### src/rtl/traffic_pkg.sv
// Shared types and constants for the intersection sequencer and its interval timer.
package traffic_pkg;

    localparam int TMR_NBITS = 32;

    typedef enum logic [2:0] {
        RED2     = 3'd0,
        NS_GRN   = 3'd1,
        NS_YEL   = 3'd2,
        RED1     = 3'd3,
        EW_GRN   = 3'd4,
        EW_YEL   = 3'd5,
        PED_WALK = 3'd6
    } state_t;

    // One-hot {R,Y,G} lamp drive.
    localparam logic [2:0] LAMP_RED = 3'b100;
    localparam logic [2:0] LAMP_YEL = 3'b010;
    localparam logic [2:0] LAMP_GRN = 3'b001;

endpackage

### src/rtl/traffic_light_ctrl_req_latch.sv
// Request flop: set by a level request, cleared on entry to the serving phase,
// and deaf during that phase's first cycle so a request then is absorbed.
module req_latch (
    input  logic clk,
    input  logic reset,
    input  logic req,
    input  logic enter,
    input  logic absorb,
    output logic pend
);

    always_ff @(posedge clk) begin
        if (!reset)
            pend <= 1'b0;
        else if (enter)
            pend <= 1'b0;
        else if (!absorb)
            pend <= pend | req;
    end

endmodule

### src/rtl/traffic_light_ctrl.sv
// Intersection sequencer: NS main road, EW side road, pedestrian walk; drives one
// interval timer (clear + limit) per phase and advances on its expiry pulse.
module traffic_light_ctrl
    import traffic_pkg::*;
#(
    parameter int          NBITS      = TMR_NBITS,
    parameter int unsigned NS_MIN_CYC = 40,
    parameter int unsigned EW_GRN_CYC = 20,
    parameter int unsigned YEL_CYC    = 6,
    parameter int unsigned RED_CYC    = 3,
    parameter int unsigned WALK_CYC   = 15
) (
    input  logic             clk,
    input  logic             reset,
    input  logic             ew_car,
    input  logic             ped_req,
    input  logic             tmr_done,
    output logic             tmr_clr,
    output logic [NBITS-1:0] tmr_limit,
    output logic [2:0]       ns_light,
    output logic [2:0]       ew_light,
    output logic             walk
);

    state_t             state, state_nxt;
    logic               ew_pend, ped_pend, min_done;
    logic               done_ok;
    logic [2:0]         ns_nxt, ew_nxt;
    logic               walk_nxt;
    logic [NBITS-1:0]   limit_nxt;

    // tmr_clr is high exactly in a state's first cycle, where a pulse may be stale.
    assign done_ok = tmr_done & ~tmr_clr;

    req_latch u_ew_latch (
        .clk    (clk),
        .reset  (reset),
        .req    (ew_car),
        .enter  ((state_nxt == EW_GRN) && (state != EW_GRN)),
        .absorb (tmr_clr && (state == EW_GRN)),
        .pend   (ew_pend)
    );

    req_latch u_ped_latch (
        .clk    (clk),
        .reset  (reset),
        .req    (ped_req),
        .enter  ((state_nxt == PED_WALK) && (state != PED_WALK)),
        .absorb (tmr_clr && (state == PED_WALK)),
        .pend   (ped_pend)
    );

    always_comb begin
        state_nxt = state;
        ns_nxt    = LAMP_RED;
        ew_nxt    = LAMP_RED;
        walk_nxt  = 1'b0;
        limit_nxt = NBITS'(RED_CYC);
        case (state)
            RED2:     if (done_ok) state_nxt = ped_pend ? PED_WALK : NS_GRN;
            // The expiry edge itself already counts as the minimum having elapsed.
            NS_GRN:   if ((min_done || done_ok) && (ew_pend || ped_pend)) state_nxt = NS_YEL;
            NS_YEL:   if (done_ok) state_nxt = RED1;
            RED1:     if (done_ok) state_nxt = ew_pend ? EW_GRN : PED_WALK;
            EW_GRN:   if (done_ok) state_nxt = EW_YEL;
            EW_YEL:   if (done_ok) state_nxt = RED2;
            PED_WALK: if (done_ok) state_nxt = NS_GRN;
            default:  state_nxt = RED2;
        endcase
        case (state_nxt)
            NS_GRN:   begin ns_nxt = LAMP_GRN; limit_nxt = NBITS'(NS_MIN_CYC); end
            NS_YEL:   begin ns_nxt = LAMP_YEL; limit_nxt = NBITS'(YEL_CYC);    end
            EW_GRN:   begin ew_nxt = LAMP_GRN; limit_nxt = NBITS'(EW_GRN_CYC); end
            EW_YEL:   begin ew_nxt = LAMP_YEL; limit_nxt = NBITS'(YEL_CYC);    end
            PED_WALK: begin walk_nxt = 1'b1;   limit_nxt = NBITS'(WALK_CYC);   end
            default:  ;
        endcase
    end

    always_ff @(posedge clk) begin
        if (!reset) begin
            state     <= RED2;
            tmr_clr   <= 1'b1;
            tmr_limit <= NBITS'(RED_CYC);
            ns_light  <= LAMP_RED;
            ew_light  <= LAMP_RED;
            walk      <= 1'b0;
            min_done  <= 1'b0;
        end else begin
            state     <= state_nxt;
            tmr_clr   <= (state_nxt != state);
            tmr_limit <= limit_nxt;
            ns_light  <= ns_nxt;
            ew_light  <= ew_nxt;
            walk      <= walk_nxt;
            min_done  <= (state == NS_GRN) && (state_nxt == NS_GRN) && (min_done || done_ok);
        end
    end

endmodule

### config.mk
export PLATFORM = sky130hd
export DESIGN_NAME = traffic_light_ctrl
export DESIGN_NICKNAME = d
export VERILOG_FILES = /design/src/rtl/traffic_pkg.sv /design/src/rtl/traffic_light_ctrl_req_latch.sv /design/src/rtl/traffic_light_ctrl.sv
export SDC_FILE = /design/constraint.sdc
export NUM_CORES = 1
export LEC_CHECK = 0
export CAP_MARGIN = 10
export CORE_UTILIZATION = 33
export CTS_CLUSTER_SIZE = 12
export DETAILED_ROUTE_END_ITERATION = 10
export PLACE_DENSITY = 0.66
export SLEW_MARGIN = 20
export SYNTH_ARGS = -nofsm -noshare
export SYNTH_HDL_FRONTEND = slang
export SYNTH_SLANG_ARGS = --single-unit
### constraint.sdc
create_clock -name clk -period 1.96 [get_ports clk]
set_input_delay 0.196 -clock clk [delete_from_list [all_inputs] [get_ports clk]]
set_output_delay 0.196 -clock clk [all_outputs]
set_load 0.05 [all_outputs]
==> results of run 1 <==
through the flow:
step                      power [mW]  cells  worst slack (ns)
after CTS                      0.936    163             0.199
after global placement         0.741    159           0.00453
after detailed placement       0.743    159           -0.0156
final                          0.927    163             0.189
after global routing           0.967    163             0.102
after floorplan                0.729    141            0.0723
routing by layer:
metal / GRT usage, % / vias up / wire length (um)
li1: - / 369 / -
met5: 0 / - / 0
met2: 16.8 / 33 / 786
met3: 2.04 / 0 / 104
met1: 13.9 / 328 / 754
met4: 6.62 / 0 / 0
flip-flops by register name (all words and copies together) (netlist names):
| signal | flops |
|---|---|
| u_ped_latch.pend | 1 |
| tmr_limit | 6 |
| walk | 1 |
| min_done | 1 |
| u_ew_latch.pend | 1 |
| ns_light | 2 |
| tmr_clr | 1 |
| state | 3 |
| ew_light | 3 |
worst max-delay path by stage:
| stage | depth (start not counted) | end | start |
|---|---|---|---|
| final | 5 | ns_light[2] | state[2] |
| after global routing | 5 | ns_light[2] | state[2] |
| after CTS | 1 | tmr_clr | tmr_clr |
| after detailed placement | 6 | ns_light[2] | tmr_done |
| after global placement | 6 | ns_light[2] | tmr_done |
| after floorplan | 6 | ns_light[2] | tmr_clr |
power breakdown:
part	switching, mW	total, mW	internal, mW
clock network	0.114	0.193	0.0790
registers	0.0195	0.429	0.409
logic	0.229	0.305	0.0762
total	0.363	0.927	0.565
critical path: cells and delay by family (launching register included):
kind / cells / cell delay, ns
compound gates: 2 / 0.51
fa+ha+maj: 1 / 0.31
buf+inv: 1 / 0.13
flops: 1 / 0.48
simple gates: 1 / 0.23
cells by family (layout without fill, tap and decap cells):
group,Yosys count,in the layout,synth area share [%]
buffers and inverters,38,29,25.9
and+or+nand+nor,34,34,19.0
AOI/OAI and AO/OA,22,22,15.3
DFF,19,19,37.5
adders and majority gates,1,1,1.11
other,1,26,0.370
xor gates and xnor gates,1,1,0.863
final cells by class:
class,instances,area [um^2]
fillers,301,1700
multi-input cells,84,465
flip-flops and latches,19,380
repair buffers,21,203
well taps,31,38.8
clock buffers,4,26.3
inverters,4,15.0
synth_stat cells, drive strengths merged:
cell and instances:
o22ai 3, a32o 1, a311oi 2, o21ai 2, or2 1, nor3 1, nand3 2, nor4 1
o211a 1, xor2 1, or3 1, o221ai 1, o221a 1, nand2b 3, buf 33, nand4b 1
nor2 14, dfxtp 19, a21o 1, and2b 1, a21oi 6, a211oi 1, conb 1, nor3b 1
o21a 1, maj3 1, and2 3, inv 4, o211ai 2, clkbuf 1, nand2 5
==> results by group, run 1 <==
Outcome
  – Outcome: finished, violations left
  – Failing checks: design-rule violations

Global routing
  – Global-route wire length before repair: 2760 um
  – Largest net degree at the start of global routing: 13
  – Initial antenna violation count: 0
  – Total GRT Usage: 10.9%
  – GRT overflow: 0
  – Vias in the first global route: 607

Yosys
  – Synthesized instance count: 116
  – Avg Synthesized Cell Area: 8.75 um^2
  – Top cell type's share of synthesized area: 37.5%
  – Sequential fraction of the synthesis area: 37.5%
  – Yosys reg bits: 19
  – Cell Area, Synth: 1010 um^2
  – Area leader, netlist: dfxtp_1
  – Cell variety after synth: 36
  – Top cells by area, synth: dfxtp_1 (37%), buf_4 (21%), nor2_1 (5.2%), a21oi_1 (3.0%), nor4_4 (2.1%)
  – Synth Warn #: 0

Finish
  – Layout cell share with drive strength beyond 1: 10.6%
  – Commonest non-fill, non-tap cell in the layout: conb_1
  – Area delta synth->final: 11.2%
  – Most frequent cells in the layout: conb_1 (26), dfxtp_1 (19), clkdlybuf4s50_1 (18), nor2_1 (14), a21oi_1 (6)
  – Ant. Diodes: 0
  – Fin util: 39.9%
  – Cell area after layout: 1130 um^2
  – Fin nets: 138

CTS
  – Reg clk slew, reported paths: 0.11 ns
  – CTS tree: done
  – Num CTS Buffers: 3
  – Clk Latency, worst-skew pair: 0.29 ns
  – CTS root buf: clkbuf_4
  – Clk buf depth: 2
  – Clock sinks: 19
  – CTS resizes: 0
  – H-tree depth: 1
  – Hold-fix buffer count after cts: 0
  – Setup Fix Bufs, Post-CTS: 0

Setup path
  – CP max-delay cell: dfxtp_1
  – Worst-path cell chain: inv_1 -> maj3_2 -> a32o_2 -> or2_0 -> a21o_1
  – Worst Setup Path Type: reg -> reg
  – WP data arrival: 1.96 ns
  – Reg2Reg Capture Point: ns_light[2]
  – Worst Path Max Fanout: 9
  – WP data required: 2.15 ns
  – Critical Path Sink Type: flop
  – Reg2reg setup slack: 0.19 ns
  – Worst reg2reg startpoint: state[2]
  – Critical Path Max Stage Delay: 0.48 ns
  – Startpoint Class: flop
  – FF-to-FF path depth: 5

Routing
  – DRT antenna net count: 0
  – Vias per Instance: 4.48
  – Drt total wl: 1650 um
  – Remaining DRCs: 2
  – Pre-antenna DRT Iters: 9
  – Drt wl/cell: 10.1 um
  – Vias: 730
  – Initial drt markers: 24

Place
  – DP HPWL: 1240 um
  – Gpl congestion: 0.884
  – Port bufs: 18
  – Placed cell area: 1100 um^2

Timing
  – Max-slew violations: 0
  – Worst hold slack: 0.549 ns
  – Final period util: 90.4%
  – Final Setup Violations: 0
  – Fmax: 565 MHz
  – RSZ-0062 raised after global routing: false
  – Min cycle time layout: 1.77 ns
  – Total negative setup slack: 0 ns
  – Worst Skew: 0.00859 ns
  – Final hold vios: 0

Power and ir drop
  – Pleak: 0.486 nW
  – Power per cell area: 821 nW/um^2
  – Peak supply drop: 0.265 mV

Die
  – Initial Utilization: 35.9%
  – Std-Cell Rows: 19
  – Die ar.: 3300 um^2
  – Die span in y: 57.5 um
  – Total core area: 2830 um^2
  – # IOs: 45
  – Die W: 57.5 um

Run
  – Max Cap Viol: 0

Worst hold path
  – Hold Path Class: in -> reg
  – Hold depth: 3
  – Hold EP: u_ew_latch.pend
  – Hold path startpoint: ew_car
(Power assumes the default switching activity.)
==> run 2, diff against run 1 <==
--- a/config.mk
+++ b/config.mk
@@ -10,6 +10,7 @@
 export CTS_CLUSTER_SIZE = 12
 export DETAILED_ROUTE_END_ITERATION = 10
 export PLACE_DENSITY = 0.66
+export RECOVER_POWER = 50
 export SLEW_MARGIN = 20
 export SYNTH_ARGS = -nofsm -noshare
 export SYNTH_HDL_FRONTEND = slang
==> results by group, run 2 (synthesized netlist as in run 1, its figures left out) <==
Finish
  – Ant. Diodes: 0 (unchanged)
  – Fillers: 302 (+0.33%)
  – Commonest non-fill, non-tap cell in the layout: conb_1
  – Fin util: 39.8% (-0.088 points)
  – Top flop regs: tmr_limit: 6 flops, ew_light: 3 flops, state: 3 flops
  – Max reg flops: 6 (unchanged)
  – Biggest register: tmr_limit
  – Cell area after layout: 1130 um^2 (-0.22%)
  – Area delta synth->final: 11.0%
  – Reg area: 380 um^2 (unchanged)
  – Most frequent cells in the layout: conb_1 (26), dfxtp_1 (19), nor2_1 (14), dlygate4sd3_1 (10), clkdlybuf4s50_1 (8)
  – Layout cell share with drive strength beyond 1: 9.09% (-1.5 points)
  – Fin nets: 138 (unchanged)
  – Multi-input gate area: 463 um^2 (-0.54%)

Global routing
  – Initial antenna violation count: 0 (unchanged)
  – Met1 Use GR: 13.9% (unchanged)
  – GRT overflow: 0 (unchanged)
  – Global-route wire length before repair: 2760 um (unchanged)
  – Total GRT Usage: 10.9% (unchanged)
  – Largest net degree at the start of global routing: 13 (unchanged)
  – Met2 Usage GRT: 16.8% (unchanged)
  – GR peak layer: met2
  – GRT met3 Usage: 2.04% (unchanged)
  – Vias in the first global route: 607 (unchanged)

Power and ir drop
  – Pleak: 0.500 nW (+3.0%)
  – Peak supply drop: 0.261 mV (-1.5%)
  – Power per cell area: 817 nW/um^2 (-0.54%)

Timing
  – Final period util: 90.5% (+0.17 points)
  – Slew @ Worst Pin: 0.502 ns
  – Min cycle time layout: 1.77 ns (+0.00326 ns)
  – Final Setup Violations: 0 (unchanged)
  – Total negative setup slack: 0 ns (unchanged)
  – Final hold vios: 0 (unchanged)
  – Worst Skew: 0.00901 ns (+0.000415 ns)
  – Slew headroom: 66.4%
  – RSZ-0062 raised after global routing: false
  – Max-slew violations: 0 (unchanged)
  – Fmax: 564 MHz (-0.18%)

CTS
  – CTS tree: done
  – Setup Fix Bufs, Post-CTS: 0 (unchanged)
  – Num CTS Buffers: 3 (unchanged)
  – Hold-fix buffer count after cts: 0 (unchanged)
  – CTS root buf: clkbuf_4
  – CTS resizes: 0 (unchanged)
  – Clock sinks: 19 (unchanged)
  – Clk buf depth: 2 (unchanged)
  – Clk Latency, worst-skew pair: 0.29 ns (about the same)
  – H-tree depth: 1 (unchanged)
  – Reg clk slew, reported paths: 0.11 ns (about the same)

Setup path
  – CP max-delay cell: dfxtp_1
  – Critical Path Sink Type: flop
  – Worst Path Max Fanout: 9 (unchanged)
  – Critical path startpoint: state[2]
  – Worst-path cell chain: inv_1 -> maj3_2 -> a32o_2 -> or2_0 -> a21o_1
  – WP data arrival: 1.96 ns (about the same)
  – Buf/Inv on CP: 1 (unchanged)
  – WP data required: 2.15 ns (about the same)
  – Worst Setup Path Type: reg -> reg
  – Worst reg2reg startpoint: state[2]
  – Cell family with most CP delay: compound AO/OA/AOI/OAI gates
  – Startpoint Class: flop
  – Critical Path Max Stage Delay: 0.48 ns (about the same)

Routing
  – Initial drt markers: 23 (-4.2%)
  – Vias: 732 (+0.27%)
  – Drt wl/cell: 10.0 um (-0.43%)
  – Pre-antenna DRT Iters: 9 (unchanged)
  – Vias per Instance: 4.49 (+0.27%)
  – Drt total wl: 1640 um (-0.43%)
  – Remaining DRCs: 2 (unchanged)
  – DRT antenna net count: 0 (unchanged)

Die
  – Total core area: 2830 um^2 (unchanged)
  – Die W: 57.5 um (unchanged)
  – # IOs: 45 (unchanged)
  – Std-Cell Rows: 19 (unchanged)
  – Initial Utilization: 35.9% (unchanged)
  – Die span in y: 57.5 um (unchanged)
  – Die ar.: 3300 um^2 (unchanged)

Outcome
  – Failing checks: design-rule violations
  – Outcome: finished, violations left

Place
  – DP HPWL: 1240 um (unchanged)
  – Port bufs: 18 (unchanged)
  – Gpl congestion: 0.884 (unchanged)
  – Placed cell area: 1100 um^2 (unchanged)

Run
  – Max Cap Viol: 0 (unchanged)

Worst hold path
  – Hold Path Class: in -> reg
  – Hold path startpoint: ew_car
-- run 2: changes by cell type in the layout (fill, tap and decap cells not counted), sizes merged --
cell	previous run	this run
clkdlybuf4s50	18	8
dlygate4sd3	0	10
-- run 2: through the flow --
stage               hold slack (ns)  setup WS [ns]  power (mW)  cells
floorplan                     0.396         0.0723       0.729    141
global placement              0.569        0.00453       0.741    159
detailed placement            0.583        -0.0156       0.743    159
CTS                           0.540          0.199       0.936    163
global route                  0.556         0.0901       0.960    163
finish                        0.550          0.186       0.920    163
-- run 2: cell type report --
class / count / share of cell area [%]
clock buffer: 4 / 2.33
inverter: 4 / 1.33
multi-input combinational: 84 / 41.1
sequential: 19 / 33.8
tap: 31 / 3.44
timing repair buffer: 21 / 18.0
-- run 2: layer usage --
metal	up-vias	routed length (um)	part of all wire, %
met5	-	0	0
met3	0	105	6.4
met1	330	749	46
li1	369	-	-
met2	33	783	48
met4	0	0	0
-- run 2: where the power goes --
part | switching, mW | total (mW) | internal [mW]
clock network | 0.114 | 0.193 | 0.0790
registers | 0.0191 | 0.428 | 0.409
logic | 0.229 | 0.299 | 0.0704
-- run 2: path summary, 6_finish.rpt --
check | endpoint | slack (ns) | cells after the start
setup / recovery | ns_light[2] | 0.19 | 5
hold / removal | u_ew_latch.pend | 0.55 | 3
setup reg to reg | ns_light[2] | 0.19 | 5
hold reg to reg | tmr_clr | 0.60 | 2
-- run 2: worst reg2reg max path, cell delays in order (launching register included) --
cell and delay [ns]:
dfxtp_1 0.48, inv_1 0.14, maj3_2 0.31, a32o_2 0.34, or2_0 0.24, a21o_1 0.17
==> run 3, diff against run 2 <==
--- a/config.mk
+++ b/config.mk
@@ -9,6 +9,7 @@
 export CORE_UTILIZATION = 33
 export CTS_CLUSTER_SIZE = 12
 export DETAILED_ROUTE_END_ITERATION = 10
+export GPL_ROUTABILITY_DRIVEN = 0
 export PLACE_DENSITY = 0.66
 export RECOVER_POWER = 50
 export SLEW_MARGIN = 20
==> results of run 3 <==
The final DEF is identical to that of run 2; final timing and power are the same.
